==> src/rtl/mem_wb_ctrl.sv <==
// Memory-side miss controller: serialises cache fills and dirty
// evictions onto a single-port RAM through a one-deep write-back buffer.
module mem_wb_ctrl #(
  parameter int MEM_LAT = 2
) (
  input  logic       clock,
  input  logic       reset_n,
  input  logic       req_valid,
  output logic       req_ready,
  input  logic [7:0] req_tag,
  input  logic       req_wb,
  input  logic [7:0] req_wb_tag,
  input  logic [7:0] req_wb_data,
  output logic       resp_valid,
  output logic [7:0] resp_tag,
  output logic [7:0] resp_data,
  output logic [7:0] mem_address,
  output logic [7:0] mem_data,
  output logic       mem_wren,
  input  logic [7:0] mem_q,
  output logic       idle,
  output logic [7:0] rd_count,
  output logic [7:0] wb_count,
  output logic [7:0] fwd_count
);

  typedef enum logic [2:0] {
    S_IDLE,
    S_RD_ISSUE,
    S_RD_WAIT,
    S_RESP,
    S_WB_WRITE
  } state_t;

  localparam logic [3:0] LAT_M1 = 4'(MEM_LAT - 1);

  state_t     state_q, state_d;
  logic [3:0] wait_q, wait_d;
  logic [7:0] tag_q, tag_d;
  logic       wbuf_full_q, wbuf_full_d;
  logic [7:0] wbuf_tag_q, wbuf_tag_d;
  logic [7:0] wbuf_data_q, wbuf_data_d;
  logic       resp_valid_q, resp_valid_d;
  logic [7:0] resp_tag_q, resp_tag_d;
  logic [7:0] resp_data_q, resp_data_d;
  logic [7:0] mem_addr_q, mem_addr_d;
  logic [7:0] mem_data_q, mem_data_d;
  logic       mem_wren_q, mem_wren_d;
  logic       idle_q, idle_d;
  logic [7:0] rd_cnt_q, rd_cnt_d;
  logic [7:0] wb_cnt_q, wb_cnt_d;
  logic [7:0] fwd_cnt_q, fwd_cnt_d;
  logic       accept;

  // A full buffer cannot take a second victim until it drains.
  assign req_ready = (state_q == S_IDLE)
                   && !(wbuf_full_q && req_wb);
  assign accept    = req_valid && req_ready;

  always_comb begin
    state_d      = state_q;
    wait_d       = wait_q;
    tag_d        = tag_q;
    wbuf_full_d  = wbuf_full_q;
    wbuf_tag_d   = wbuf_tag_q;
    wbuf_data_d  = wbuf_data_q;
    resp_valid_d = 1'b0;
    resp_tag_d   = resp_tag_q;
    resp_data_d  = resp_data_q;
    mem_addr_d   = mem_addr_q;
    mem_data_d   = mem_data_q;
    mem_wren_d   = 1'b0;
    rd_cnt_d     = rd_cnt_q;
    wb_cnt_d     = wb_cnt_q;
    fwd_cnt_d    = fwd_cnt_q;

    unique case (state_q)
      S_IDLE: begin
        if (accept) begin
          tag_d = req_tag;
          if (req_wb) begin
            wbuf_full_d = 1'b1;
            wbuf_tag_d  = req_wb_tag;
            wbuf_data_d = req_wb_data;
          end
          if (wbuf_full_q && req_tag == wbuf_tag_q) begin
            state_d     = S_RESP;
            resp_data_d = wbuf_data_q;
            fwd_cnt_d   = fwd_cnt_q + 8'd1;
          end else if (req_wb && req_tag == req_wb_tag) begin
            state_d     = S_RESP;
            resp_data_d = req_wb_data;
            fwd_cnt_d   = fwd_cnt_q + 8'd1;
          end else begin
            state_d    = S_RD_ISSUE;
            mem_addr_d = req_tag;
            rd_cnt_d   = rd_cnt_q + 8'd1;
          end
        end else if (wbuf_full_q) begin
          state_d    = S_WB_WRITE;
          mem_addr_d = wbuf_tag_q;
          mem_data_d = wbuf_data_q;
          mem_wren_d = 1'b1;
        end
      end
      S_RD_ISSUE: begin
        state_d = S_RD_WAIT;
        wait_d  = LAT_M1;
      end
      S_RD_WAIT: begin
        if (wait_q == 4'd0) begin
          state_d     = S_RESP;
          resp_data_d = mem_q;
        end else begin
          wait_d = wait_q - 4'd1;
        end
      end
      S_RESP: begin
        state_d = S_IDLE;
      end
      S_WB_WRITE: begin
        state_d     = S_IDLE;
        wbuf_full_d = 1'b0;
        wb_cnt_d    = wb_cnt_q + 8'd1;
      end
      default: begin
        state_d = S_IDLE;
      end
    endcase

    if (state_d == S_RESP) begin
      resp_valid_d = 1'b1;
      resp_tag_d   = tag_d;
    end
    idle_d = (state_d == S_IDLE) && !wbuf_full_d;
  end

  always_ff @(posedge clock) begin
    if (!reset_n) begin
      state_q      <= S_IDLE;
      wait_q       <= 4'd0;
      tag_q        <= 8'd0;
      wbuf_full_q  <= 1'b0;
      wbuf_tag_q   <= 8'd0;
      wbuf_data_q  <= 8'd0;
      resp_valid_q <= 1'b0;
      resp_tag_q   <= 8'd0;
      resp_data_q  <= 8'd0;
      mem_addr_q   <= 8'd0;
      mem_data_q   <= 8'd0;
      mem_wren_q   <= 1'b0;
      idle_q       <= 1'b1;
      rd_cnt_q     <= 8'd0;
      wb_cnt_q     <= 8'd0;
      fwd_cnt_q    <= 8'd0;
    end else begin
      state_q      <= state_d;
      wait_q       <= wait_d;
      tag_q        <= tag_d;
      wbuf_full_q  <= wbuf_full_d;
      wbuf_tag_q   <= wbuf_tag_d;
      wbuf_data_q  <= wbuf_data_d;
      resp_valid_q <= resp_valid_d;
      resp_tag_q   <= resp_tag_d;
      resp_data_q  <= resp_data_d;
      mem_addr_q   <= mem_addr_d;
      mem_data_q   <= mem_data_d;
      mem_wren_q   <= mem_wren_d;
      idle_q       <= idle_d;
      rd_cnt_q     <= rd_cnt_d;
      wb_cnt_q     <= wb_cnt_d;
      fwd_cnt_q    <= fwd_cnt_d;
    end
  end

  assign resp_valid  = resp_valid_q;
  assign resp_tag    = resp_tag_q;
  assign resp_data   = resp_data_q;
  assign mem_address = mem_addr_q;
  assign mem_data    = mem_data_q;
  assign mem_wren    = mem_wren_q;
  assign idle        = idle_q;
  assign rd_count    = rd_cnt_q;
  assign wb_count    = wb_cnt_q;
  assign fwd_count   = fwd_cnt_q;

endmodule

==> config.mk <==
export PLATFORM = sky130hd
export DESIGN_NAME = mem_wb_ctrl
export DESIGN_NICKNAME = d
export VERILOG_FILES = /design/src/rtl/mem_wb_ctrl.sv
export SDC_FILE = /design/constraint.sdc
export NUM_CORES = 1
export LEC_CHECK = 0
export ABC_AREA = 1
export CAP_MARGIN = 20
export CORE_MARGIN = 5
export CORE_UTILIZATION = 49
export CTS_CLUSTER_SIZE = 8
export DETAILED_ROUTE_END_ITERATION = 12
export HOLD_SLACK_MARGIN = 0.1
export PLACE_DENSITY = 0.89
export REMOVE_ABC_BUFFERS = 1
export SLEW_MARGIN = 15
export SYNTH_ARGS = -nofsm -noshare
export SYNTH_HDL_FRONTEND = slang
export SYNTH_SLANG_ARGS = --single-unit
==> constraint.sdc <==
create_clock -name clock -period 2.05 [get_ports clock]
set_input_delay 0.41 -clock clock [delete_from_list [all_inputs] [get_ports clock]]
set_output_delay 0.41 -clock clock [all_outputs]
set_load 0.005 [all_outputs]
==> results of run 1 <==
[power groups by stage]
stage	sequential [W]	combinational (W)	clock (W)
final	0.00205	0.00123	0.00126
after global routing	0.00207	0.00138	0.00133
after CTS	0.00204	0.00123	0.00127
after detailed placement	0.00208	0.00122	0
after global placement	0.00207	0.00117	0
after floorplan	0.00207	0.000625	0
[through the flow]
| stage | power [W] | cells | setup slack, ns |
|---|---|---|---|
| 2_1_floorplan | 0.00269 | 627 | -0.0461 |
| 3_3_place_gp | 0.00325 | 861 | -0.154 |
| 3_5_place_dp | 0.00330 | 861 | -0.236 |
| 4_1_cts | 0.00454 | 877 | 0.0314 |
| 5_1_grt | 0.00477 | 877 | 0.0136 |
| 6_report | 0.00454 | 877 | 0.0853 |
[worst paths after layout]
path	from	to	slack (ns)	depth (start not counted)
setup / recovery	state_q[0]$_SDFF_PN0_	req_ready	0.09	4
hold reg to reg	wbuf_data_q[6]$_SDFFE_PN0P_	mem_data[6]$_SDFFE_PN0P_	0.48	2
setup reg to reg	wait_q[0]$_SDFFE_PN0P_	idle$_SDFF_PN1_	0.24	7
hold / removal	wbuf_data_q[6]$_SDFFE_PN0P_	mem_data[6]$_SDFFE_PN0P_	0.48	2
[worst reg2reg max path: stages (launching register included)]
cell and delay (ns):
dfxtp_1 0.36, inv_1 0.09, ha_1 0.21, nand3_1 0.07
inv_1 0.05, nand2_1 0.36, nand3_1 0.15, o31ai_1 0.40
[kinds of logic after synthesis]
family / count (synthesis) / synth area share (%)
and+or+nand+nor: 333 / 32.9
AOI/OAI and AO/OA: 108 / 12.8
buffers and inverters: 99 / 9.65
DFF: 91 / 40.6
xor gates and xnor gates: 13 / 2.70
adders and majority gates: 5 / 1.39
[cell usage after synthesis]
master	count	area (um2)
nand2_1	136	510
nor2_1	100	375
dfxtp_1	91	1820
inv_1	70	263
nand3_1	55	275
a21oi_1	54	270
o21ai_0	38	190
nand4_1	14	87.6
nor3_1	8	40.0
clkbuf_1	7	26.3
o21bai_1	7	52.6
xnor2_1	7	61.3
buf_2	6	30.0
ha_1	5	62.6
inv_2	5	18.8
nand2_2	5	31.3
nand3b_1	5	37.5
xor2_1	5	43.8
buf_6	4	45.0
nand2_4	4	45.0
a31oi_1	3	18.8
buf_4	3	22.5
nor2_2	3	18.8
nand3_4	2	35.0
o21ai_1	2	10.0
a21boi_0	1	7.51
a21oi_2	1	8.76
buf_1	1	3.75
clkbuf_8	1	13.8
clkinv_1	1	3.75
inv_4	1	6.26
nor2_8	1	20.0
o21a_1	1	7.51
o31ai_1	1	7.51
xor2_2	1	16.3
[routing by layer]
metal  wire length, um  share of wire, %  global-route usage, %
met1              5400                43                   26.8
met2              6230                50                   41.3
met3               598               4.8                   3.49
met4               262               2.1                   8.60
met5                 0                 0                      0
[flip-flops by register name (all words and copies together), names as in the netlist, 3 cells and up]
name         count
fwd_count        8
mem_address      8
mem_data         8
rd_count         8
resp_data        8
resp_tag         8
state_q          3
tag_q            8
wait_q           4
wb_count         8
wbuf_data_q      8
wbuf_tag_q       8
[layout by cell type (no fill, tap or decap), types with 2 or more instances in the layout]
cell type / count
nor2_2: 4
xor2_1: 5
nand3_1: 55
nor3_1: 8
a31oi_1: 3
clkdlybuf4s50_1: 93
inv_2: 5
xnor2_1: 7
o21ai_0: 37
o21ai_1: 3
nand2_4: 4
clkbuf_1: 2
buf_4: 25
nand3_4: 2
a21oi_1: 54
nand3b_1: 5
buf_12: 3
dfxtp_1: 91
o21bai_1: 7
clkbuf_8: 11
nand2_2: 6
inv_1: 70
ha_1: 5
nor2_1: 98
nand2_1: 135
nand4_1: 14
[repair_timing]
action | CTS | global route
hold buffers | 0 | 0
endpoints found under the setup margin | 1 | 11
gates resized for setup | 1 | 5
[cell type report]
cell class	instances	share of cell area (%)
clock buffer	13	2.70
clock inverter	3	0.785
inverter	77	4.94
multi-input combinational	459	38.1
sequential	91	30.9
tap	111	2.36
timing repair buffer	123	20.2
==> impl_metrics.json, run 1 <==
{
  "synth_seq_area_share_pct": 40.6,
  "netlist_instances": 649,
  "crit_chain": "nor2_2, nand2_2, nor2_4, clkdlybuf4s50_1",
  "dp_hpwl_um": 9390,
  "postPlaceCellArea_mm2": 0.00568,
  "antennaDiodeCount": 0,
  "fin_nets": 802,
  "final_core_util_pct": 65.0,
  "start_kind": "flip-flop",
  "p_comb_share_pct": 27.2,
  "grt_pass1_vias": 4545,
  "start_util_pct": 49.5,
  "setup_tns_ns": 0,
  "power_density_mw_per_mm2": 770,
  "ir_drop_mv": 0.425,
  "end_kind": "primary output",
  "cts.sinks": 91,
  "synth_seq_cells": 91,
  "die_x_um": 106,
  "totalWireLength_um": 12500,
  "hold_path.class": "reg2reg",
  "clkLatencyLatePin_ns": 0.35,
  "nFillCells": 754,
  "grtUsageTotal_pct": 22.7,
  "avgSynthCellArea_um2": 6.92,
  "num_io_pins": 96,
  "fmax_ghz": 0.509,
  "cts_max_level": 3,
  "io_buffers": 95,
  "clockRootBuffer": "clkbuf_8",
  "p_leak_nw": 2.59,
  "finClkSkew_ns": 0.0143,
  "crit_path_max_fanout": 3,
  "p_seq_share_pct": 45.1,
  "post_cts_buffers": 0,
  "fin_area_mm2": 0.00590,
  "routabilityCongestion": 0.871,
  "fin_crit_ns": 1.96,
  "wire_per_inst_um": 14.2,
  "first_iter_violations": 230,
  "grt_max_degree": 59,
  "pwr-share-clk_pct": 27.7,
  "die_h_um": 106,
  "vias": 4536,
  "core_area_mm2": 0.00906,
  "cts.clk_slew.worst_paths_ns": 0.09,
  "multi_input_area_mm2": 0.00225,
  "hold_viol_final": 0,
  "drive_gt1_share_pct": 9.01,
  "drv_slew": 0,
  "yosys_warnings": 0,
  "areaGrowthSynthToFinish_pct": 31.4,
  "timing.hold.ws_ns": 0.478,
  "antenna_found_initial": 0,
  "tightest_slew_ns": 0.587,
  "cts_buffer_depth": 2,
  "grt_pass1_wl_um": 21000,
  "drc": 0,
  "finalSetupViolCount": 0,
  "switching_power_w": 0.00140,
  "dr.pass1.iters": 5,
  "ys_types": 35,
  "slowest_stage": "clkdlybuf4s50_1",
  "swShare_pct": 30.9,
  "slowest_delay_ns": 0.51,
  "grt-ovfl-total": 0,
  "cts_buffers": 9,
  "critical_path_buf_inv_count": 1,
  "required_ns": 1.64,
  "status": "complete, no violations",
  "cts_tree": "yes",
  "worst_path_dominant_cell_family": "buffers and inverters",
  "viasPerCell": 5.17,
  "critPathArrivalTime_ns": 1.55,
  "criticalPathCategory": "reg2out",
  "dieArea_mm2": 0.0112,
  "fin_crit_sh_pct": 95.8,
  "register_area_mm2": 0.00182,
  "drv_cap": 0,
  "slew_headroom_pct": 60.8,
  "rows": 35,
  "synth_area_mm2": 0.00449,
  "ant_nets": 0,
  "internal_power_w": 0.00314,
  "rsz0062_at_grt": "no"
}
Power figures use the tool's default switching activity.
==> run 2: changes to the inputs <==
==> constraint.sdc (replaced) <==
create_clock -name clock -period 2.05 [get_ports clock]
set_input_delay 0.3075 -clock clock [delete_from_list [all_inputs] [get_ports clock]]
set_output_delay 0.3075 -clock clock [all_outputs]
set_load 0.005 [all_outputs]
==> run 2 against run 1 <==
  * Clock power decreased by 6%
  * Register-to-register slack improved by 0.10 ns
  * Wire length increased by 0.38%
  * First-iteration DRC count increased by 27%
  * Critical path type is now in2out
  * Critical endpoint unchanged
  * Highest routed layer unchanged
==> impl_metrics.json, run 2 (synthesized netlist as in run 1, its figures left out) <==
{
  "cts_buffer_depth": 2,
  "areaGrowthSynthToFinish_pct": 30.9,
  "ant_nets": 0,
  "rows": 35,
  "start_kind": "input port",
  "grtUsageTotal_pct": 23.1,
  "drive_gt1_share_pct": 8.50,
  "dp_hpwl_um": 9610,
  "antennaDiodeCount": 0,
  "ir_drop_mv": 0.449,
  "setup_ws_ns": 0.0571,
  "totalWireLength_um": 12500,
  "multi_input_area_mm2": 0.00224,
  "setup_tns_ns": 0,
  "wire_per_inst_um": 14.3,
  "criticalPathCategory": "in2out",
  "io_buffers": 95,
  "grt-ovfl-total": 0,
  "fmax_ghz": 0.502,
  "dp_slack_ns": -0.135,
  "tightest_slew_ns": 0.573,
  "clockRootBuffer": "clkbuf_8",
  "fin_area_mm2": 0.00587,
  "dr.pass1.iters": 4,
  "post_cts_resize_count": 0,
  "cts_buffers": 9,
  "power_density_mw_per_mm2": 760,
  "crit_chain": "clkdlybuf4s50_1, nand2_1, inv_1, nor2_2, buf_4, clkdlybuf4s50_1",
  "hold_path.class": "in2reg",
  "cts_max_level": 3,
  "finClkSkew_ns": 0.0117,
  "routabilityCongestion": 0.869,
  "register_area_mm2": 0.00182,
  "p_leak_nw": 2.58,
  "status": "complete, no violations",
  "slew_headroom_pct": 61.8,
  "stdcell_count": 876,
  "core_area_mm2": 0.00906,
  "postPlaceCellArea_mm2": 0.00568,
  "vias": 4617,
  "cts_tree": "yes",
  "hold_viol_final": 0,
  "fin_crit_ns": 1.99,
  "holdBufCountCts": 0,
  "post_cts_buffers": 0,
  "final_core_util_pct": 64.8,
  "crit_path_max_fanout": 4,
  "drv_cap": 0,
  "critPathArrivalTime_ns": 1.69,
  "grt_pass1_wl_um": 21200,
  "end_kind": "primary output",
  "required_ns": 1.74,
  "dpl.cell_count": 860,
  "slowest_stage": "clkdlybuf4s50_1",
  "num_io_pins": 96,
  "final_cell_mix": "nand2_1, nor2_1, clkdlybuf4s50_1, dfxtp_1, inv_1",
  "layout.cells.most_common": "nand2_1",
  "clkLatencyLatePin_ns": 0.35,
  "first_iter_violations": 291,
  "grt_pass1_vias": 4484,
  "drv_slew": 0,
  "dieArea_mm2": 0.0112,
  "rsz0062_at_grt": "no",
  "nFillCells": 779,
  "die_h_um": 106,
  "slowest_delay_ns": 0.50,
  "drc": 0,
  "start_util_pct": 49.5,
  "finalSetupViolCount": 0,
  "cts.sinks": 91,
  "fin_nets": 801,
  "cpMostUsedCell": "clkdlybuf4s50_1",
  "fin_crit_sh_pct": 97.2,
  "antenna_found_initial": 0,
  "die_x_um": 106,
  "cts.clk_slew.worst_paths_ns": 0.09,
  "grt_max_degree": 59,
  "viasPerCell": 5.27
}
## run 2: layer usage
layer  share of wire (%)  vias to the layer above  track usage [%]  wire length, um
met5                   0                        -                0                0
met4                 1.1                        0             5.18              142
met3                 5.6                       14             4.72              701
met2                  50                      151             41.6             6290
met1                  43                     2147             28.3             5410
li1                    -                     2305                -                -
## run 2: area by class of cell
type	instances	share of cell area, %
inverter	77	4.96
timing repair buffer	122	20.4
tap	111	2.36
sequential	91	31.0
multi-input combinational	459	38.1
clock buffer	12	2.30
clock inverter	4	0.873
## run 2: per-stage QoR
| step | hold slack, ns | power, W |
|---|---|---|
| finish | 0.422 | 0.00447 |
| global route | 0.430 | 0.00473 |
| CTS | 0.411 | 0.00448 |
| detailed placement | 0.458 | 0.00332 |
| global placement | 0.452 | 0.00327 |
| floorplan | 0.379 | 0.00269 |
## run 2: final timing paths
kind | from | to | slack, ns | depth (start not counted)
setup / recovery | req_wb | req_ready | 0.06 | 6
hold / removal | reset_n | wait_q[1]$_SDFFE_PN0P_ | 0.42 | 3
setup reg to reg | state_q[0]$_SDFF_PN0_ | fwd_count[1]$_SDFFE_PN0P_ | 0.34 | 9
hold reg to reg | wait_q[0]$_SDFFE_PN0P_ | wait_q[0]$_SDFFE_PN0P_ | 0.47 | 2
## run 2: power breakdown
group,switching [W],internal [W]
Clock,0.000614,0.000566
Combinational,0.000669,0.000574
Sequential,0.000101,0.00194
## run 2: worst max-delay path, delay by kind of cell
family | cells | cell delay [ns]
buffers and inverters | 4 | 1.16
AND/OR/NAND/NOR | 2 | 0.21
==> run 3: changes to the inputs <==
--- a/config.mk
+++ b/config.mk
@@ -7,7 +7,7 @@
 export LEC_CHECK = 0
 export ABC_AREA = 1
 export CAP_MARGIN = 20
-export CORE_MARGIN = 5
+export CORE_MARGIN = 3
 export CORE_UTILIZATION = 49
 export CTS_CLUSTER_SIZE = 8
 export DETAILED_ROUTE_END_ITERATION = 12
==> run 3 against run 2 <==
  * Register-to-register slack about the same
  * Sequential share of layout area about the same
  * Clock power increased by 14%
  * Combinational power about the same
  * Largest cell class unchanged
  * Worst hold slack got worse by 0.0068 ns
==> impl_metrics.json, run 3 (synthesized netlist as in run 1, its figures left out) <==
{
  "ant_nets": 0,
  "m1WireLength_um": 5400,
  "drv_cap": 0,
  "drv_slew": 0,
  "first_iter_violations": 200,
  "final_core_util_pct": 66.6,
  "areaGrowthSynthToFinish_pct": 30.7,
  "routabilityCongestion": 0.874,
  "vias": 4527,
  "timing.hold.ws_ns": 0.416,
  "cts.sinks": 91,
  "register_area_mm2": 0.00182,
  "clkLatencyLatePin_ns": 0.35,
  "grt-ovfl-total": 0,
  "dr.pass1.iters": 5,
  "final_cell_mix": "nand2_1, nor2_1, clkdlybuf4s50_1, dfxtp_1, inv_1",
  "wl_met3_um": 691,
  "ir_drop_mv": 0.456,
  "critPathArrivalTime_ns": 1.63,
  "start_kind": "flip-flop",
  "cts_tree": "yes",
  "wl_met2_um": 5740,
  "slew_headroom_pct": 70.9,
  "status": "complete, no violations",
  "post_cts_buffers": 0,
  "clockRootBuffer": "clkbuf_8",
  "rows": 34,
  "end_kind": "primary output",
  "start_util_pct": 51.0,
  "dp_hpwl_um": 9100,
  "grtUsageTotal_pct": 23.6,
  "required_ns": 1.74,
  "antenna_found_initial": 0,
  "die_x_um": 102,
  "multi_input_area_mm2": 0.00223,
  "hold_path.class": "in2reg",
  "antennaDiodeCount": 0,
  "wire_per_inst_um": 13.8,
  "fmax_ghz": 0.516,
  "cts_buffers": 9,
  "fin_crit_sh_pct": 94.6,
  "power_density_mw_per_mm2": 785,
  "finalSetupViolCount": 0,
  "grt_max_degree": 34,
  "io_buffers": 95,
  "crit_path_max_fanout": 3,
  "fin_nets": 797,
  "tightest_slew_ns": 0.436,
  "postPlaceCellArea_mm2": 0.00564,
  "criticalPathCategory": "reg2out",
  "route.top_layer_used": "met4",
  "viasPerCell": 5.21,
  "totalWireLength_um": 12000,
  "cts_buffer_depth": 2,
  "finClkSkew_ns": 0.0122,
  "rsz0062_at_grt": "no",
  "dieArea_mm2": 0.0103,
  "fin_crit_ns": 1.94,
  "num_io_pins": 96,
  "cts.clk_slew.worst_paths_ns": 0.09,
  "drc": 0,
  "layout.cells.most_common": "nand2_1",
  "grt_pass1_vias": 4293,
  "drive_gt1_share_pct": 8.15,
  "nFillCells": 740,
  "hold_viol_final": 0,
  "core_area_mm2": 0.00881,
  "p_leak_nw": 2.59,
  "cts_max_level": 3,
  "fin_area_mm2": 0.00587,
  "die_h_um": 102,
  "grt_pass1_wl_um": 19600
}
==> run 3: report_power, final <==
| group | leakage [nW] | total [W] | internal, W | switching, W |
|---|---|---|---|---|
| sequential | 0.742 | 0.00204 | 0.00194 | 0.0000970 |
| clock | 0.114 | 0.00135 | 0.000728 | 0.000624 |
| combinational | 1.73 | 0.00122 | 0.000553 | 0.000664 |
==> run 3: timing repair <==
item	in CTS	in global routing
hold buffers	0	0
gates resized for setup	0	1
endpoints found under the setup margin	0	1
==> run 3: area by class of cell <==
class | instances | area share [%]
Multi-Input combinational cell | 459 | 38.1
Sequential cell | 91 | 31.0
Timing Repair Buffer | 118 | 19.7
Inverter | 77 | 4.97
Clock buffer | 11 | 2.41
Tap cell | 108 | 2.30
Clock inverter | 5 | 1.47
==> run 3: layer usage <==
layer | vias up | GRT usage (%)
met4 | 0 | 7.16
met5 | - | 0
li1 | 2292 | -
met3 | 14 | 3.99
met2 | 156 | 40.1
met1 | 2065 | 30.6
==> run 3: final timing paths <==
check                                  start                           to  slack, ns  depth (start not counted)
setup / recovery       state_q[0]$_SDFF_PN0_                    req_ready       0.11                          5
hold / removal                       reset_n       wait_q[1]$_SDFFE_PN0P_       0.42                          3
setup reg to reg  wbuf_tag_q[1]$_SDFFE_PN0P_  mem_address[6]$_SDFFE_PN0P_       0.34                         11
hold reg to reg     wb_count[2]$_SDFFE_PN0P_     wb_count[2]$_SDFFE_PN0P_       0.48                          2
==> run 3: worst max-delay path, stage by stage (launching register included) <==
cell and delay, ns:
dfxtp_1 0.33, nor2_1 0.13, nand2_1 0.10, nor2_2 0.11
buf_4 0.12, clkdlybuf4s50_1 0.49
==> run 3: metrics by stage <==
step                      cells  setup WS (ns)  setup TNS [ns]  power (W)
after global routing        869         0.0129               0    0.00488
after global placement      853         -0.130           -1.67    0.00324
after floorplan             627        -0.0461          -0.782    0.00269
after detailed placement    853         -0.155           -2.17    0.00329
final                       869          0.110               0    0.00461
after CTS                   869         0.0363               0    0.00464
